<file path="src/rtl/sound_mixer_dsm_pkg.sv">
`default_nettype none
// ============================================================================
// Module   : sound_mixer_dsm_pkg
// Summary  : Shared types and constants for the sound mixer / DSM block.
// Revision : 1.0
// ============================================================================
package sound_mixer_dsm_pkg;

  typedef enum logic [1:0] {
    ST_IDLE  = 2'd0,
    ST_ACCUM = 2'd1,
    ST_LATCH = 2'd2
  } seq_state_t;

  localparam logic [3:0] C_UNITY_GAIN = 4'd8;
  localparam logic [7:0] C_TAPE_MID   = 8'd128;

endpackage
`default_nettype wire

</file>
<file path="src/rtl/sound_mixer_dsm_dac.sv">
`default_nettype none
// ============================================================================
// Module   : sigma_delta_dac
// Summary  : First- or second-order sigma-delta modulator, one step per i_en.
// Revision : 1.0
// ============================================================================
module sigma_delta_dac #(
  parameter int DSM_WIDTH = 9,
  parameter int ORDER     = 1
) (
  input  logic                 clk24,
  input  logic                 reset_n,
  input  logic                 i_en,
  input  logic [DSM_WIDTH-1:0] i_mix,
  output logic                 o_pwm
);

  generate
    if (ORDER == 2) begin : g_order2
      localparam int C_IW = DSM_WIDTH + 4;
      localparam logic signed [C_IW-1:0] C_FB = {4'b0001, {DSM_WIDTH{1'b0}}};

      logic signed [C_IW-1:0] r_i1;
      logic signed [C_IW-1:0] r_i2;
      logic signed [C_IW-1:0] w_fb;
      logic signed [C_IW-1:0] w_mix;
      logic signed [C_IW-1:0] w_i1_nxt;
      logic signed [C_IW-1:0] w_i2_nxt;
      logic                   r_pwm;

      assign w_fb     = r_pwm ? C_FB : '0;
      assign w_mix    = {4'b0000, i_mix};
      assign w_i1_nxt = r_i1 + w_mix - w_fb;
      assign w_i2_nxt = r_i2 + r_i1 - w_fb;

      always_ff @(posedge clk24 or negedge reset_n) begin
        if (!reset_n) begin
          r_i1  <= '0;
          r_i2  <= '0;
          r_pwm <= 1'b0;
        end else if (i_en) begin
          r_i1  <= w_i1_nxt;
          r_i2  <= w_i2_nxt;
          r_pwm <= ~w_i2_nxt[C_IW-1];
        end
      end

      assign o_pwm = r_pwm;
    end else begin : g_order1
      // Carry out of the phase accumulator is the output bit.
      logic [DSM_WIDTH:0] r_accu;

      always_ff @(posedge clk24 or negedge reset_n) begin
        if (!reset_n) begin
          r_accu <= '0;
        end else if (i_en) begin
          r_accu <= {1'b0, r_accu[DSM_WIDTH-1:0]} + {1'b0, i_mix};
        end
      end

      assign o_pwm = r_accu[DSM_WIDTH];
    end
  endgenerate

endmodule
`default_nettype wire

</file>
<file path="src/rtl/sound_mixer_dsm.sv">
`default_nettype none
// ============================================================================
// Module   : sound_mixer_dsm
// Summary  : NCH-channel stereo gain mixer feeding sigma-delta DACs, plus tape slicer.
// Revision : 1.0
// ============================================================================
module sound_mixer_dsm #(
  parameter int NCH        = 8,
  parameter int SAMPLE_DIV = 32,
  parameter int DSM_DIV    = 8,
  parameter int DSM_WIDTH  = 9,
  parameter int MIX_SHIFT  = 3,
  parameter int ORDER      = 1,
  parameter int HYST       = 4
) (
  input  logic                  clk24,
  input  logic                  reset_n,
  input  logic [NCH*8-1:0]      i_ch,
  input  logic                  i_gain_we,
  input  logic [$clog2(NCH):0]  i_gain_addr,
  input  logic [3:0]            i_gain,
  input  logic [7:0]            i_tape_adc,
  output logic                  o_tapein,
  output logic                  o_pwm_l,
  output logic                  o_pwm_r,
  output logic [DSM_WIDTH-1:0]  o_mix_l,
  output logic [DSM_WIDTH-1:0]  o_mix_r,
  output logic                  o_mix_valid,
  output logic                  o_overrun
);
  import sound_mixer_dsm_pkg::*;

  localparam int C_IDX_W   = $clog2(NCH);
  localparam int C_ACC_W   = 12 + C_IDX_W;
  localparam int C_SC_W    = $clog2(SAMPLE_DIV + 1);
  localparam int C_DC_W    = $clog2(DSM_DIV + 1);
  localparam int C_MIX_MAX = (1 << DSM_WIDTH) - 1;
  localparam logic [8:0] C_TAPE_HI = 9'(C_TAPE_MID) + 9'(HYST);
  localparam logic [8:0] C_TAPE_LO = 9'(C_TAPE_MID) - 9'(HYST);

  seq_state_t           r_state, w_state_nxt;
  logic [C_SC_W-1:0]    r_smp_cnt;
  logic [C_DC_W-1:0]    r_dsm_cnt;
  logic [C_IDX_W-1:0]   r_idx;
  logic [7:0]           r_snap   [NCH];
  logic [3:0]           r_gain_l [NCH];
  logic [3:0]           r_gain_r [NCH];
  logic [C_ACC_W-1:0]   r_acc_l, r_acc_r;
  logic [DSM_WIDTH-1:0] r_mix_l, r_mix_r;
  logic                 r_mix_valid, r_overrun, r_tapein;
  logic                 w_tick, w_dsm_en, w_start, w_acc_en, w_latch;
  logic [11:0]          w_prod_l, w_prod_r;
  logic [C_ACC_W-1:0]   w_shift_l, w_shift_r;
  logic [DSM_WIDTH-1:0] w_sat_l, w_sat_r;

  assign w_tick   = (r_smp_cnt == C_SC_W'(SAMPLE_DIV - 1));
  assign w_dsm_en = (r_dsm_cnt == C_DC_W'(DSM_DIV - 1));

  always_ff @(posedge clk24 or negedge reset_n) begin
    if (!reset_n) begin
      r_smp_cnt <= '0;
      r_dsm_cnt <= '0;
    end else begin
      r_smp_cnt <= w_tick   ? '0 : r_smp_cnt + C_SC_W'(1);
      r_dsm_cnt <= w_dsm_en ? '0 : r_dsm_cnt + C_DC_W'(1);
    end
  end

  always_ff @(posedge clk24 or negedge reset_n) begin
    if (!reset_n) r_state <= ST_IDLE;
    else          r_state <= w_state_nxt;
  end

  always_comb begin
    w_state_nxt = r_state;
    case (r_state)
      ST_IDLE:  if (w_tick) w_state_nxt = ST_ACCUM;
      ST_ACCUM: if (r_idx == C_IDX_W'(NCH - 1)) w_state_nxt = ST_LATCH;
      ST_LATCH: w_state_nxt = ST_IDLE;
      default:  w_state_nxt = ST_IDLE;
    endcase
  end

  always_comb begin
    w_start  = 1'b0;
    w_acc_en = 1'b0;
    w_latch  = 1'b0;
    case (r_state)
      ST_IDLE:  w_start  = w_tick;
      ST_ACCUM: w_acc_en = 1'b1;
      ST_LATCH: w_latch  = 1'b1;
      default:  ;
    endcase
  end

  // Gain writes land at the next edge, so an in-flight read sees the old value.
  always_ff @(posedge clk24 or negedge reset_n) begin
    if (!reset_n) begin
      for (int k = 0; k < NCH; k++) begin
        r_gain_l[k] <= C_UNITY_GAIN;
        r_gain_r[k] <= C_UNITY_GAIN;
      end
    end else if (i_gain_we) begin
      for (int k = 0; k < NCH; k++) begin
        if (i_gain_addr[C_IDX_W-1:0] == C_IDX_W'(k)) begin
          if (i_gain_addr[C_IDX_W]) r_gain_r[k] <= i_gain;
          else                      r_gain_l[k] <= i_gain;
        end
      end
    end
  end

  assign w_prod_l  = {4'b0000, r_snap[r_idx]} * {8'b0, r_gain_l[r_idx]};
  assign w_prod_r  = {4'b0000, r_snap[r_idx]} * {8'b0, r_gain_r[r_idx]};
  assign w_shift_l = r_acc_l >> MIX_SHIFT;
  assign w_shift_r = r_acc_r >> MIX_SHIFT;
  assign w_sat_l   = (w_shift_l > C_ACC_W'(C_MIX_MAX)) ? DSM_WIDTH'(C_MIX_MAX)
                                                       : w_shift_l[DSM_WIDTH-1:0];
  assign w_sat_r   = (w_shift_r > C_ACC_W'(C_MIX_MAX)) ? DSM_WIDTH'(C_MIX_MAX)
                                                       : w_shift_r[DSM_WIDTH-1:0];

  always_ff @(posedge clk24 or negedge reset_n) begin
    if (!reset_n) begin
      for (int k = 0; k < NCH; k++) r_snap[k] <= '0;
      r_idx       <= '0;
      r_acc_l     <= '0;
      r_acc_r     <= '0;
      r_mix_l     <= '0;
      r_mix_r     <= '0;
      r_mix_valid <= 1'b0;
      r_overrun   <= 1'b0;
    end else begin
      r_mix_valid <= w_latch;
      if (w_tick && (r_state != ST_IDLE)) r_overrun <= 1'b1;
      if (w_start) begin
        for (int k = 0; k < NCH; k++) r_snap[k] <= i_ch[8*k +: 8];
        r_idx   <= '0;
        r_acc_l <= '0;
        r_acc_r <= '0;
      end else if (w_acc_en) begin
        r_idx   <= r_idx + C_IDX_W'(1);
        r_acc_l <= r_acc_l + {{C_IDX_W{1'b0}}, w_prod_l};
        r_acc_r <= r_acc_r + {{C_IDX_W{1'b0}}, w_prod_r};
      end
      if (w_latch) begin
        r_mix_l <= w_sat_l;
        r_mix_r <= w_sat_r;
      end
    end
  end

  always_ff @(posedge clk24 or negedge reset_n) begin
    if (!reset_n)                                r_tapein <= 1'b0;
    else if ({1'b0, i_tape_adc} > C_TAPE_HI)     r_tapein <= 1'b1;
    else if ({1'b0, i_tape_adc} < C_TAPE_LO)     r_tapein <= 1'b0;
  end

  sigma_delta_dac #(.DSM_WIDTH(DSM_WIDTH), .ORDER(ORDER)) u_dac_l (
    .clk24   (clk24),
    .reset_n (reset_n),
    .i_en    (w_dsm_en),
    .i_mix   (r_mix_l),
    .o_pwm   (o_pwm_l)
  );

  sigma_delta_dac #(.DSM_WIDTH(DSM_WIDTH), .ORDER(ORDER)) u_dac_r (
    .clk24   (clk24),
    .reset_n (reset_n),
    .i_en    (w_dsm_en),
    .i_mix   (r_mix_r),
    .o_pwm   (o_pwm_r)
  );

  assign o_mix_l     = r_mix_l;
  assign o_mix_r     = r_mix_r;
  assign o_mix_valid = r_mix_valid;
  assign o_overrun   = r_overrun;
  assign o_tapein    = r_tapein;

endmodule
`default_nettype wire

</file>
<file path="config.mk">
export PLATFORM = sky130hd
export DESIGN_NAME = sound_mixer_dsm
export DESIGN_NICKNAME = d
export VERILOG_FILES = /design/src/rtl/sound_mixer_dsm_pkg.sv /design/src/rtl/sound_mixer_dsm_dac.sv /design/src/rtl/sound_mixer_dsm.sv
export SDC_FILE = /design/constraint.sdc
export NUM_CORES = 1
export LEC_CHECK = 0
export CORE_MARGIN = 2
export CORE_UTILIZATION = 65
export CTS_BUF_LIST = sky130_fd_sc_hd__clkbuf_8
export DETAILED_ROUTE_END_ITERATION = 16
export GPL_ROUTABILITY_DRIVEN = 0
export PLACE_DENSITY = 0.87
export SLEW_MARGIN = 20
export SYNTH_ARGS = -nofsm -noshare
export SYNTH_HDL_FRONTEND = slang
export SYNTH_SLANG_ARGS = --single-unit
</file>
<file path="constraint.sdc">
create_clock -name clk24 -period 8.5 [get_ports clk24]
set_clock_uncertainty 0.1 [all_clocks]
set_input_delay 1.275 -clock clk24 [delete_from_list [all_inputs] [get_ports clk24]]
set_output_delay 1.275 -clock clk24 [all_outputs]
set_load 0.1 [all_outputs]
</file>
# After elaboration in Yosys (flattened, before gate mapping)
# Index checks and enable logic that the tools add are counted.
# totals
out_inout_bits	23
ff_bits	214
# op_classes
multipliers	2
eq_ne	14
n_addsub	7
muxes	27
reduce_logical	23
n_lt_le_gt_ge	5
bitwise_logic	2
# op_table
op	n
2-to-1 mux 15 bit	4
AND reduction 3 bit	16
adder 15 x 12 -> 15 bit	2
binary-select mux 4 bit (select 3 bit)	2
binary-select mux 8 bit (select 3 bit)	1
greater-than comparator 12 x 9 -> 1 bit, second input constant	2
multiplier 8 x 4 -> 12 bit	2
adder 9 x 9 -> 10 bit	2
2-to-1 mux 4 bit	5
2-to-1 mux 9 bit	2
2-to-1 mux 8 bit	2
equality test 3 bit, second input constant	5
greater-than comparator 8 bit, second input constant	1
< comparator 8 x 7 -> 1 bit, second input constant	1
adder 6 x 1 -> 6 bit, second input constant	1
equality test 3 x 2 -> 1 bit, second input constant	2
equality test 6 x 5 -> 1 bit, second input constant	1
2-to-1 mux 3 bit	2
2-to-1 mux 6 bit	1
nonzero test 2 bit	3
2-to-1 mux 1 bit	5
adder 4 x 1 -> 4 bit, second input constant	1
equality test 4 x 3 -> 1 bit, second input constant	1
>= comparator 4 bit, second input constant	1
13 further kinds	15

# Depth between registers and ports, before layout
# depth
depth_word	8
mapped_depth	18
depth_no_buf	16

# By module
# From an unflattened synthesis, not the netlist that was laid out.
# hier_totals
cells_unflattened	1101
hier_area_um2	13078.8
# by_module_without_submodules
mod	instances	area_per_inst_um2	cells_per_inst
sound_mixer_dsm	1	11427.2	931
sigma_delta_dac	2	825.8	85

# Worst setup path before layout
# No wires, ideal clock.
# synth_timing
kind	register to register
startpoint	register r_idx[0]
endpoint	register r_acc_l[12]
synth_period_minus_slack_ps	4916
slack_ps	3584
required_time_ps	8267
stages_incl_launch_ff	19
path_buffers	3
arrival_time_ps	4682
path_cell_list	dfrtp_1 > buf_6 > buf_2 > mux4_2 > mux2i_4 > nor2_1 > fa_1 > fa_1 > inv_1 > fa_1 > inv_1 > ha_1 > clkbuf_1 > and4_1 > a211oi_1 > nand2_1 > a221oi_1 > xor2_1 > o21ai_0
# synth_via
elab_chain_cells	8
word_cells_on_any_way	11
classes_between	add/sub (1); mul (1); mux (8); bitwise (1)
# synth_lines
item	line	text
start, declared	sound_mixer_dsm.sv:44	logic [C_IDX_W-1:0] r_idx;
start signal, assigned	sound_mixer_dsm.sv:141	r_idx <= r_idx + C_IDX_W'(1);
inverter 3 -> 4 bit (implied by the code) *	sound_mixer_dsm.sv:113	assign w_prod_l = {4'b0000, r_snap[r_idx]} * {8'b0, r_gain_l[r_idx]};
binary-select mux 8 bit (select 3 bit) or binary-select mux 4 bit (select 3 bit) (tied branches)	sound_mixer_dsm.sv:113	
2-to-1 mux 8 bit (implied by the code) or 2-to-1 mux 4 bit (tied branches) (2 in series)	sound_mixer_dsm.sv:113	
multiplier 8 x 4 -> 12 bit *	sound_mixer_dsm.sv:113	
adder 15 x 12 -> 15 bit *	sound_mixer_dsm.sv:142	r_acc_l <= r_acc_l + {{C_IDX_W{1'b0}}, w_prod_l};
2-to-1 mux 15 bit *	sound_mixer_dsm.sv:140	end else if (w_acc_en) begin
2-to-1 mux 15 bit *	sound_mixer_dsm.sv:135	if (w_start) begin
end signal, assigned	sound_mixer_dsm.sv:142	
end, declared	sound_mixer_dsm.sv:48	logic [C_ACC_W-1:0] r_acc_l, r_acc_r;
# Every way passes the cells marked *; elsewhere a longest branch is shown, timed or not. The select of a mux whose other input is x is not followed.
# A chain may end at the register's enable or synchronous reset.

# Worst setup path in the final report
# layout_timing
startpoint	register r_idx[0]
endpoint	register r_acc_r[13]
# layout_via
elab_chain_cells	8
word_cells_on_any_way	11
classes_between	add/sub (1); mul (1); mux (8); bitwise (1)
# layout_lines
item	line	text
inverter 3 -> 4 bit (implied by the code) *	sound_mixer_dsm.sv:114	assign w_prod_r = {4'b0000, r_snap[r_idx]} * {8'b0, r_gain_r[r_idx]};
binary-select mux 8 bit (select 3 bit) or binary-select mux 4 bit (select 3 bit) (tied branches)	sound_mixer_dsm.sv:114	
2-to-1 mux 8 bit (implied by the code) or 2-to-1 mux 4 bit (tied branches) (2 in series)	sound_mixer_dsm.sv:114	
multiplier 8 x 4 -> 12 bit *	sound_mixer_dsm.sv:114	
adder 15 x 12 -> 15 bit *	sound_mixer_dsm.sv:143	r_acc_r <= r_acc_r + {{C_IDX_W{1'b0}}, w_prod_r};
2-to-1 mux 15 bit *	sound_mixer_dsm.sv:140	
2-to-1 mux 15 bit *	sound_mixer_dsm.sv:135	
end signal, assigned	sound_mixer_dsm.sv:143	
end, declared	sound_mixer_dsm.sv:48	
# Marked as above.

==> out/metrics.yaml <==
worst_setup_path:
  start_kind: "flop"
  required_ns: 8.83
  endpoint_kind: "flop"
  path_max_fanout: 35
  crit_arrival_ns: 5.94
  worstSetupPathType: "reg2reg"
global_routing:
  grt_overflow: 0
  antenna_found_initial: 0
  grt_start_max_net_pins: 82
  track_usage_pct: 26.0
  grt_pass1_vias: 8875
  grt_pass1_wl_um: 42600
floorplanning:
  fp.dieW_um: 144
  die_area_sq_mm: 0.0206
  ios: 106
  rows: 51
  start_util_pct: 65.7
  fp.dieH_um: 144
  core-area_sq_mm: 0.0193
logic_synthesis:
  ys_ff_latch: 214
  syn_area_sq_mm: 0.0127
  syn_inst: 1076
  yosysWarnings: 0
  synthFlopType: "dfrtp_1"
  async_flop_share_pct: 100
  synth_fp_nets: 1269
  postSynthAreaPerCell_sq_um: 11.8
  synth.distinct_cells: 65
  yosysSeqAreaShare_pct: 42.4
  synth_edf_count: 0
finish:
  instances_no_fill: 1482
  final_cell_mix: "dfrtp_1 (196), mux2_2 (128), inv_1 (120), clkdlybuf4s50_1 (104), nor2_1 (85)"
  layout.nets: 1384
  drive_gt1_share_pct: 21.9
  area_growth_pct: 16.3
  final_common_cell: "dfrtp_1"
  num_antenna_cells: 0
  num-fill-cells: 1210
placed_design:
  hpwl_um: 18000
  port_buffers: 105
  dp_cells: 1415
timing:
  slew_headroom_pct: 23.9
  finalHoldViolCount: 0
  tightestPinTransition_ns: 1.14
  setup_viol: 0
  slew_viol_final: 0
  max_freq_ghz: 0.178
  rsz0062_at_grt: "false"
  period_needed_ns: 5.61
  setup_tns_ns: 0
  post-route-period-util_pct: 66.0
power:
  p_leak_nw: 6.66
  power.density_mw_per_mm2: 320
  ir_drop_mv: 0.157
detailed_routing:
  drt_iter0_drc: 479
  routed_wirelength_um: 25400
  drtAntennaViolNets: 0
  wl_per_cell_um: 17.1
  vias: 8556
  drt_pass1_iterations: 5
  drc: 0
  viasPerCell: 5.77
clock_network:
  post-cts-setup-buffers: 0
  cts-resized-gates: 0
  clock-sinks: 214
  ctsHoldBuffers: 0
  cts_tree: "built"
  cts_buffers: 37
  worst_skew_pair.late_latency_ns: 0.53
  clk_path_buf_depth: 3
  cts-root-buf: "clkbuf_8"
  path_clk_slew_ns: 0.06
  cts_max_level: 2
run_status:
  status: "completed"
hold_path:
  hold_path.class: "reg2reg"
job:
  cap_violations: 0
-- power breakdown --
group	switching [mW]	leakage (nW)	internal (mW)
logic	1.34	3.73	0.980
clock network	0.413	0.441	0.565
registers	0.169	2.48	1.25
total	1.93	6.66	2.80
-- cells by family after synthesis --
logic type | count (synthesis) | synth area share, %
flops | 214 | 42.4
compound gates | 164 | 8.90
mux | 179 | 19.9
buf+inv | 149 | 4.88
simple gates | 237 | 8.86
fa+ha+maj | 110 | 13.5
xor+xnor | 23 | 1.59
-- registers in the layout (all words and copies together) (netlist names) --
name,cells
r_state,2
o_mix_r,9
r_gain_l,32
r_acc_r,15
r_snap,64
o_overrun,1
r_acc_l,15
r_smp_cnt,6
o_mix_l,9
r_idx,3
u_dac_r.g_order1.r_accu,10
r_dsm_cnt,4
u_dac_l.g_order1.r_accu,10
o_tapein,1
r_gain_r,32
o_mix_valid,1
-- synthesized netlist by cell type (4+ instances only) --
cell type / number / area share [%]
nand2b_1: 14 / 0.69
mux4_2: 32 / 5.7
a21o_1: 14 / 0.83
nand3_1: 11 / 0.43
nand2_1: 62 / 1.8
or2_1: 8 / 0.40
dfstp_2: 16 / 3.3
nor3_1: 15 / 0.59
mux2_2: 128 / 11
mux2i_2: 4 / 0.43
o22a_1: 18 / 1.2
a22o_1: 6 / 0.41
nor2b_1: 8 / 0.40
dfrtp_1: 198 / 39
buf_6: 7 / 0.62
o21ai_0: 50 / 2.0
mux2i_4: 12 / 2.1
fa_1: 44 / 7.0
xor2_1: 14 / 0.97
ha_1: 66 / 6.5
inv_1: 110 / 3.3
nor3b_1: 4 / 0.24
a211oi_1: 5 / 0.30
o31ai_1: 10 / 0.59
nor2_1: 85 / 2.5
nand3b_1: 5 / 0.30
or3_1: 6 / 0.30
o21a_1: 12 / 0.71
xnor2_1: 9 / 0.62
buf_2: 5 / 0.20
a21oi_1: 20 / 0.79
clkbuf_1: 27 / 0.80
-- layout make-up --
cell class              instances  area, sq um  share of cell area, %
clock inverters                21          178                   1.21
flip-flops and latches        214         5380                   36.5
repair buffers                115         1150                   7.83
well taps                     265          332                   2.25
clock buffers                  44          606                   4.11
multi-input cells             713         6680                   45.3
inverters                     110          413                   2.80
-- worst max-delay path, stage by stage, from the launching register on --
cell and delay, ns:
dfrtp_2 0.34, buf_4 0.53, mux4_2 0.60, mux2i_2 0.35, nor2_1 0.14, fa_1 0.52, fa_1 0.54, inv_1 0.05
fa_1 0.50, inv_1 0.05, ha_1 0.34, o21ai_0 0.23, a21oi_1 0.10, o41ai_1 0.29, o21ai_1 0.17, o311ai_0 0.42
mux2i_1 0.22
-- through the flow --
stage                     setup slack [ns]  utilization (%)  cell area [sq um]  hold WS [ns]  power, mW
final                                 2.89             76.5              14700         0.375       4.72
after global routing                  2.45             76.5              14700         0.407       5.12
after CTS                             2.94             76.3              14700         0.377       4.73
after detailed placement              2.99             72.2              13900         0.363       3.72
after global placement                3.18             72.2              13900         0.353       3.63
after floorplan                       3.58                -              12700         0.333       3.21
-- path summary, 6_finish.rpt --
path                                       start                 endpoint  slack [ns]  cells past startpoint
min in group asynchronous                reset_n   r_smp_cnt[2]$_DFF_PN0_        0.62                      1
hold reg to reg            o_overrun$_DFFE_PN0P_    o_overrun$_DFFE_PN0P_        0.38                      1
setup / recovery            r_idx[0]$_DFFE_PN0P_  r_acc_r[13]$_DFFE_PN0P_        2.89                     16
max in group asynchronous                reset_n     r_idx[0]$_DFFE_PN0P_        6.35                      2
setup reg to reg            r_idx[0]$_DFFE_PN0P_  r_acc_r[13]$_DFFE_PN0P_        2.89                     16
hold / removal             o_overrun$_DFFE_PN0P_    o_overrun$_DFFE_PN0P_        0.38                      1
-- routing by layer --
metal	track usage, %	up-vias	share of wire [%]
met5	0	-	0
met4	9.03	0	2.0
met3	5.20	55	5.9
met2	42.9	264	48
met1	34.9	4230	44
li1	-	4007	-
Power figures use the tool's default switching activity.
